===== config.mk =====
export PLATFORM = sky130hd
export DESIGN_NAME = hazard_stall_unit_flat
export DESIGN_NICKNAME = d
export VERILOG_FILES = /design/src/rtl/hazard_stall_unit_if.sv /design/src/rtl/hazard_stall_unit.sv /design/src/flat_wrapper.sv
export SDC_FILE = /design/constraint.sdc
export NUM_CORES = 1
export LEC_CHECK = 0
export BUFFER_PORTS_ARGS = -buffer_cell sky130_fd_sc_hd__buf_2
export CORE_AREA = 2 2 39 41
export DETAILED_ROUTE_END_ITERATION = 7
export DIE_AREA = 0 0 41 43
export PLACE_DENSITY = 0.8
export SYNTH_ARGS = -nofsm -noshare
export SYNTH_HDL_FRONTEND = slang
export SYNTH_SLANG_ARGS = --single-unit

===== constraint.sdc =====
create_clock -name clk_i -period 2.5 [get_ports clk_i]
set_clock_uncertainty 0.2 [all_clocks]
set_input_delay 0.375 -clock clk_i [delete_from_list [all_inputs] [get_ports clk_i]]
set_output_delay 0.375 -clock clk_i [all_outputs]
set_load 0.05 [all_outputs]

===== src/rtl/hazard_stall_unit_if.sv =====
// Hazard/stall controller bus: pipeline-register taps in, pipeline control out.
// master = pipeline side, slave = hazard_stall_unit.
interface hazard_stall_unit_if;
  logic [31:0] Inst_i;
  logic        IDEX_MemRead_i;
  logic [4:0]  IDEX_Rd_i;
  logic        EXMEM_MemRead_i;
  logic        BranchTaken_i;
  logic        NoOp_o;
  logic        PCWrite_o;
  logic        IFIDWrite_o;
  logic        Flush_o;
  logic        Freeze_o;
  logic [15:0] StallCnt_o;

  modport master (
    output Inst_i, IDEX_MemRead_i, IDEX_Rd_i, EXMEM_MemRead_i, BranchTaken_i,
    input  NoOp_o, PCWrite_o, IFIDWrite_o, Flush_o, Freeze_o, StallCnt_o
  );

  modport slave (
    input  Inst_i, IDEX_MemRead_i, IDEX_Rd_i, EXMEM_MemRead_i, BranchTaken_i,
    output NoOp_o, PCWrite_o, IFIDWrite_o, Flush_o, Freeze_o, StallCnt_o
  );
endinterface


===== src/rtl/hazard_stall_unit.sv =====
// Load-use hazard detection, branch flush and multi-cycle load freeze for the 5-stage pipeline.
// Optional stall performance counter built when HAZARD_PERF_EN is defined.
//
// state  | meaning
// S_IDLE | pipeline running; a load in MEM with MEM_LAT!=0 freezes this cycle
// S_WAIT | remaining freeze cycles counted down in r_cnt
// S_DONE | one unfrozen cycle so the finished load leaves MEM
module hazard_stall_unit #(
  parameter int unsigned MEM_LAT = 0
) (
  input  logic            clk_i,
  input  logic            rst_i,
  hazard_stall_unit_if.slave bus
);

  typedef enum logic [1:0] {S_IDLE, S_WAIT, S_DONE} state_t;

  localparam logic [3:0] LAT_LOAD = 4'(MEM_LAT - 1);
  localparam bit         LAT_EN   = (MEM_LAT != 0);
  localparam bit         LAT_ONE  = (MEM_LAT == 1);

  state_t     r_state, w_state_nxt;
  logic [3:0] r_cnt, w_cnt_nxt;
  logic       w_freeze_fsm;
  logic       w_use_rs1, w_use_rs2;
  logic [4:0] w_rs1, w_rs2;
  logic       w_hazard;
  logic       w_noop, w_pcwrite, w_ifidwrite, w_flush, w_freeze;
  logic       w_unused_bits;

  assign w_rs1 = bus.Inst_i[19:15];
  assign w_rs2 = bus.Inst_i[24:20];
  assign w_unused_bits = ^{bus.Inst_i[31:25], bus.Inst_i[14:7]};

  always_comb begin
    w_use_rs1 = 1'b0;
    w_use_rs2 = 1'b0;
    if (bus.Inst_i[6:0] != 7'd0) begin
      case (bus.Inst_i[6:4])
        3'b011, 3'b010, 3'b110: begin
          w_use_rs1 = 1'b1;
          w_use_rs2 = 1'b1;
        end
        3'b001, 3'b000: w_use_rs1 = 1'b1;
        default: ;
      endcase
    end
  end

  // x0 is hardwired zero, so a load targeting it never produces a value to wait for
  assign w_hazard = bus.IDEX_MemRead_i && (bus.IDEX_Rd_i != 5'd0) &&
                    ((w_use_rs1 && (w_rs1 == bus.IDEX_Rd_i)) ||
                     (w_use_rs2 && (w_rs2 == bus.IDEX_Rd_i)));

  always_ff @(posedge clk_i or negedge rst_i) begin
    if (!rst_i) begin
      r_state <= S_IDLE;
      r_cnt   <= 4'd0;
    end else begin
      r_state <= w_state_nxt;
      r_cnt   <= w_cnt_nxt;
    end
  end

  always_comb begin
    w_state_nxt  = r_state;
    w_cnt_nxt    = r_cnt;
    w_freeze_fsm = 1'b0;
    case (r_state)
      S_IDLE: begin
        if (bus.EXMEM_MemRead_i && LAT_EN) begin
          w_freeze_fsm = 1'b1;
          if (LAT_ONE) begin
            w_state_nxt = S_DONE;
          end else begin
            w_state_nxt = S_WAIT;
            w_cnt_nxt   = LAT_LOAD;
          end
        end
      end
      S_WAIT: begin
        w_freeze_fsm = 1'b1;
        w_cnt_nxt    = r_cnt - 4'd1;
        if (r_cnt == 4'd1) w_state_nxt = S_DONE;
      end
      // the same load is still in MEM here, so it must not re-trigger
      S_DONE: w_state_nxt = S_IDLE;
      default: begin
        w_state_nxt = S_IDLE;
        w_cnt_nxt   = 4'd0;
      end
    endcase
  end

  always_comb begin
    w_noop      = 1'b0;
    w_pcwrite   = 1'b1;
    w_ifidwrite = 1'b1;
    w_flush     = 1'b0;
    w_freeze    = 1'b0;
    if (!rst_i) begin
      w_noop      = 1'b1;
      w_pcwrite   = 1'b0;
      w_ifidwrite = 1'b0;
    end else if (w_freeze_fsm) begin
      w_freeze    = 1'b1;
      w_pcwrite   = 1'b0;
      w_ifidwrite = 1'b0;
    end else if (w_hazard) begin
      w_noop      = 1'b1;
      w_pcwrite   = 1'b0;
      w_ifidwrite = 1'b0;
    end else if (bus.BranchTaken_i) begin
      w_flush     = 1'b1;
    end
  end

  assign bus.NoOp_o      = w_noop;
  assign bus.PCWrite_o   = w_pcwrite;
  assign bus.IFIDWrite_o = w_ifidwrite;
  assign bus.Flush_o     = w_flush;
  assign bus.Freeze_o    = w_freeze;

`ifdef HAZARD_PERF_EN
  logic [15:0] r_stall_cnt;

  always_ff @(posedge clk_i or negedge rst_i) begin
    if (!rst_i) begin
      r_stall_cnt <= 16'd0;
    end else if ((w_noop || w_freeze) && (r_stall_cnt != 16'hFFFF)) begin
      r_stall_cnt <= r_stall_cnt + 16'd1;
    end
  end

  assign bus.StallCnt_o = r_stall_cnt;
`else
  assign bus.StallCnt_o = 16'd0;
`endif

endmodule


===== src/flat_wrapper.sv =====
// flat-port wrapper written by rule: the top's interface ports become plain ports
module hazard_stall_unit_flat 
#(
  parameter int unsigned MEM_LAT = 0
)
  (clk_i, rst_i, bus_Inst_i, bus_IDEX_MemRead_i, bus_IDEX_Rd_i, bus_EXMEM_MemRead_i, bus_BranchTaken_i, bus_NoOp_o, bus_PCWrite_o, bus_IFIDWrite_o, bus_Flush_o, bus_Freeze_o, bus_StallCnt_o);
  hazard_stall_unit_if bus_i ();
  input  logic clk_i;
  input  logic rst_i;
  input wire logic [$bits(bus_i.Inst_i)-1:0] bus_Inst_i;
  input wire logic [$bits(bus_i.IDEX_MemRead_i)-1:0] bus_IDEX_MemRead_i;
  input wire logic [$bits(bus_i.IDEX_Rd_i)-1:0] bus_IDEX_Rd_i;
  input wire logic [$bits(bus_i.EXMEM_MemRead_i)-1:0] bus_EXMEM_MemRead_i;
  input wire logic [$bits(bus_i.BranchTaken_i)-1:0] bus_BranchTaken_i;
  output wire logic [$bits(bus_i.NoOp_o)-1:0] bus_NoOp_o;
  output wire logic [$bits(bus_i.PCWrite_o)-1:0] bus_PCWrite_o;
  output wire logic [$bits(bus_i.IFIDWrite_o)-1:0] bus_IFIDWrite_o;
  output wire logic [$bits(bus_i.Flush_o)-1:0] bus_Flush_o;
  output wire logic [$bits(bus_i.Freeze_o)-1:0] bus_Freeze_o;
  output wire logic [$bits(bus_i.StallCnt_o)-1:0] bus_StallCnt_o;
  assign bus_i.Inst_i = bus_Inst_i;
  assign bus_i.IDEX_MemRead_i = bus_IDEX_MemRead_i;
  assign bus_i.IDEX_Rd_i = bus_IDEX_Rd_i;
  assign bus_i.EXMEM_MemRead_i = bus_EXMEM_MemRead_i;
  assign bus_i.BranchTaken_i = bus_BranchTaken_i;
  assign bus_NoOp_o = bus_i.NoOp_o;
  assign bus_PCWrite_o = bus_i.PCWrite_o;
  assign bus_IFIDWrite_o = bus_i.IFIDWrite_o;
  assign bus_Flush_o = bus_i.Flush_o;
  assign bus_Freeze_o = bus_i.Freeze_o;
  assign bus_StallCnt_o = bus_i.StallCnt_o;
  hazard_stall_unit #(.MEM_LAT(MEM_LAT)) u_core (.clk_i(clk_i), .rst_i(rst_i), .bus(bus_i));
endmodule

==> results_dict.tcl <==
set metrics [dict create \
    critPathCaptureType "primary output" \
    clock_buffers 0 \
    critPathMostFrequentCell "buf_2" \
    crit_slowest_cell "or4_4" \
    setup_viol 0 \
    netlist_instances 43 \
    drtAntennaViolNets 0 \
    seq_area_frac_synth_pct 0 \
    crit_family "compound AO/OA/AOI/OAI gates" \
    rsz0062_at_grt "true" \
    routedWlPerCell_um 8.70 \
    post-dp-hpwl_um 727 \
    synth_cell_types 17 \
    final_max_slew_viol_count 0 \
    power_density_nw_per_um2 288 \
    place_inst 86 \
    crit_buf_inv 2 \
    critPathLaunchType "primary input" \
    hold_violations 0 \
    cpPeakStageDelay_ns 0.54 \
    tns_ns 0 \
    worstPathCellList "buf_2 > or4_4 > o311ai_4 > o22ai_2 > a21boi_4 > buf_2" \
    die_w_um 41 \
    hp-class "in -> out" \
    drt_iter0_markers 5 \
    firstDrtPassIters 2 \
    utilization_pct 32.9 \
    crit_type "in -> out" \
    fp.dieH_um 43 \
    gr-total-overflow 0 \
    layout_commonest_cell "buf_2" \
    cts.repair.resized 0 \
    regArea_um2 0 \
    drcViolationCount 0 \
    hold_slack_ns 0.938 \
    netlist_area_um2 350 \
    cap_violations 0 \
    drt-total-wl_um 748 \
    layout_common_cells "buf_2 (29), conb_1 (17), xnor2_1 (7)" \
    syn_to_final_growth_pct 30.0 \
    antenna_found_initial 0 \
    min_period_ns 2.46 \
    cts_post_setup_buffers_inserted 0 \
    crit_arrival_ns 1.88 \
    grt_pass1_wl_um 1100 \
    critPathMaxFanout 3 \
    ir_drop_v 0.0000755 \
    ys_warn_count 0 \
    n_antenna_cell 0 \
    worstPathRequired_ns 1.92 \
    drive_above_1_share_pct 48.6 \
    grt_use_total_pct 8.59 \
    status "completed" \
    start_util_pct 25.3 \
    dieArea_um2 1760 \
    vias 336 \
    fin_crit_sh_pct 98.3 \
    grt_max_degree 4 \
    fin_nets 114 \
    grt_pass1_vias 305 \
    syn-mean-instance-area_um2 8.15 \
    fp.coreArea_um2 1380 \
    viasPerCell 3.91 \
    n_sequential_cell 0 \
    cts_hold_buf 0 \
    place.gp.congestion 0.609 \
    p_leak_nw 0.239 \
    max_clock_freq_mhz 407 \
    final-instance-count-excl-fill 86 \
    num_io_pins 63 \
    placementRows 14 \
    placement.io_buffers 29 \
]
-- worst min-delay path: cells and delay by family --
family          cells  cell delay, ns
compound gates      1            0.03
buf+inv             2            0.29
simple gates        1            0.07
-- stage by stage --
stage               area (µm²)  setup slack [ns]  power (W)
floorplan                  425           -0.0137   0.000122
global placement           455            0.0492   0.000130
detailed placement         455            0.0262   0.000131
CTS                        455            0.0249   0.000132
global route               455           -0.0281   0.000141
finish                     455            0.0413   0.000131
-- path summary, 6_finish.rpt --
path | start | endpoint | slack, ns | depth (start not counted)
hold / removal | bus_BranchTaken_i | bus_Flush_o | 0.94 | 4
setup / recovery | bus_Inst_i[1] | bus_PCWrite_o | 0.04 | 6
-- metal layers --
layer	track usage [%]	routed length (µm)	part of all wire [%]	vias to the layer above
li1	-	-	-	167
met5	0	0	0	-
met2	18.1	419	56	25
met3	0	94	13	0
met4	0	0	0	0
met1	8.86	234	31	144
-- cell usage after synthesis --
library cell	count	area [µm²]
or4_1	1	7.51
nand2_1	2	7.51
o311ai_4	1	26.3
or4_4	1	11.3
conb_1	1	3.75
a21oi_1	1	5.00
nand3_1	1	5.00
a2111o_1	1	11.3
xnor2_1	7	61.3
o22ai_2	1	12.5
a21bo_1	1	10.0
o21a_1	1	7.51
nand4_1	1	6.26
a21boi_1	1	7.51
xor2_1	3	26.3
nand2b_1	1	6.26
buf_4	18	135
-- kinds of logic after synthesis --
family	count (synthesis)	share of synthesized area, %
AOI/OAI and AO/OA	7	22.9
and+or+nand+nor	7	12.5
xor gates and xnor gates	10	25.0
other	1	1.07
buffers and inverters	18	38.6
-- power by group --
group          switching (W)  internal (W)  total, W
logic              0.0000955     0.0000356  0.000131
registers                  0             0         0
clock network              0             0         0
total              0.0000955     0.0000356  0.000131
-- final cells by class --
cell class | instances | area, µm²
Fill cell | 167 | 928
Multi-Input combinational cell | 41 | 290
Tap cell | 16 | 20.0
Timing Repair Buffer | 29 | 145
Note: power is estimated with default switching activity, not from simulation.
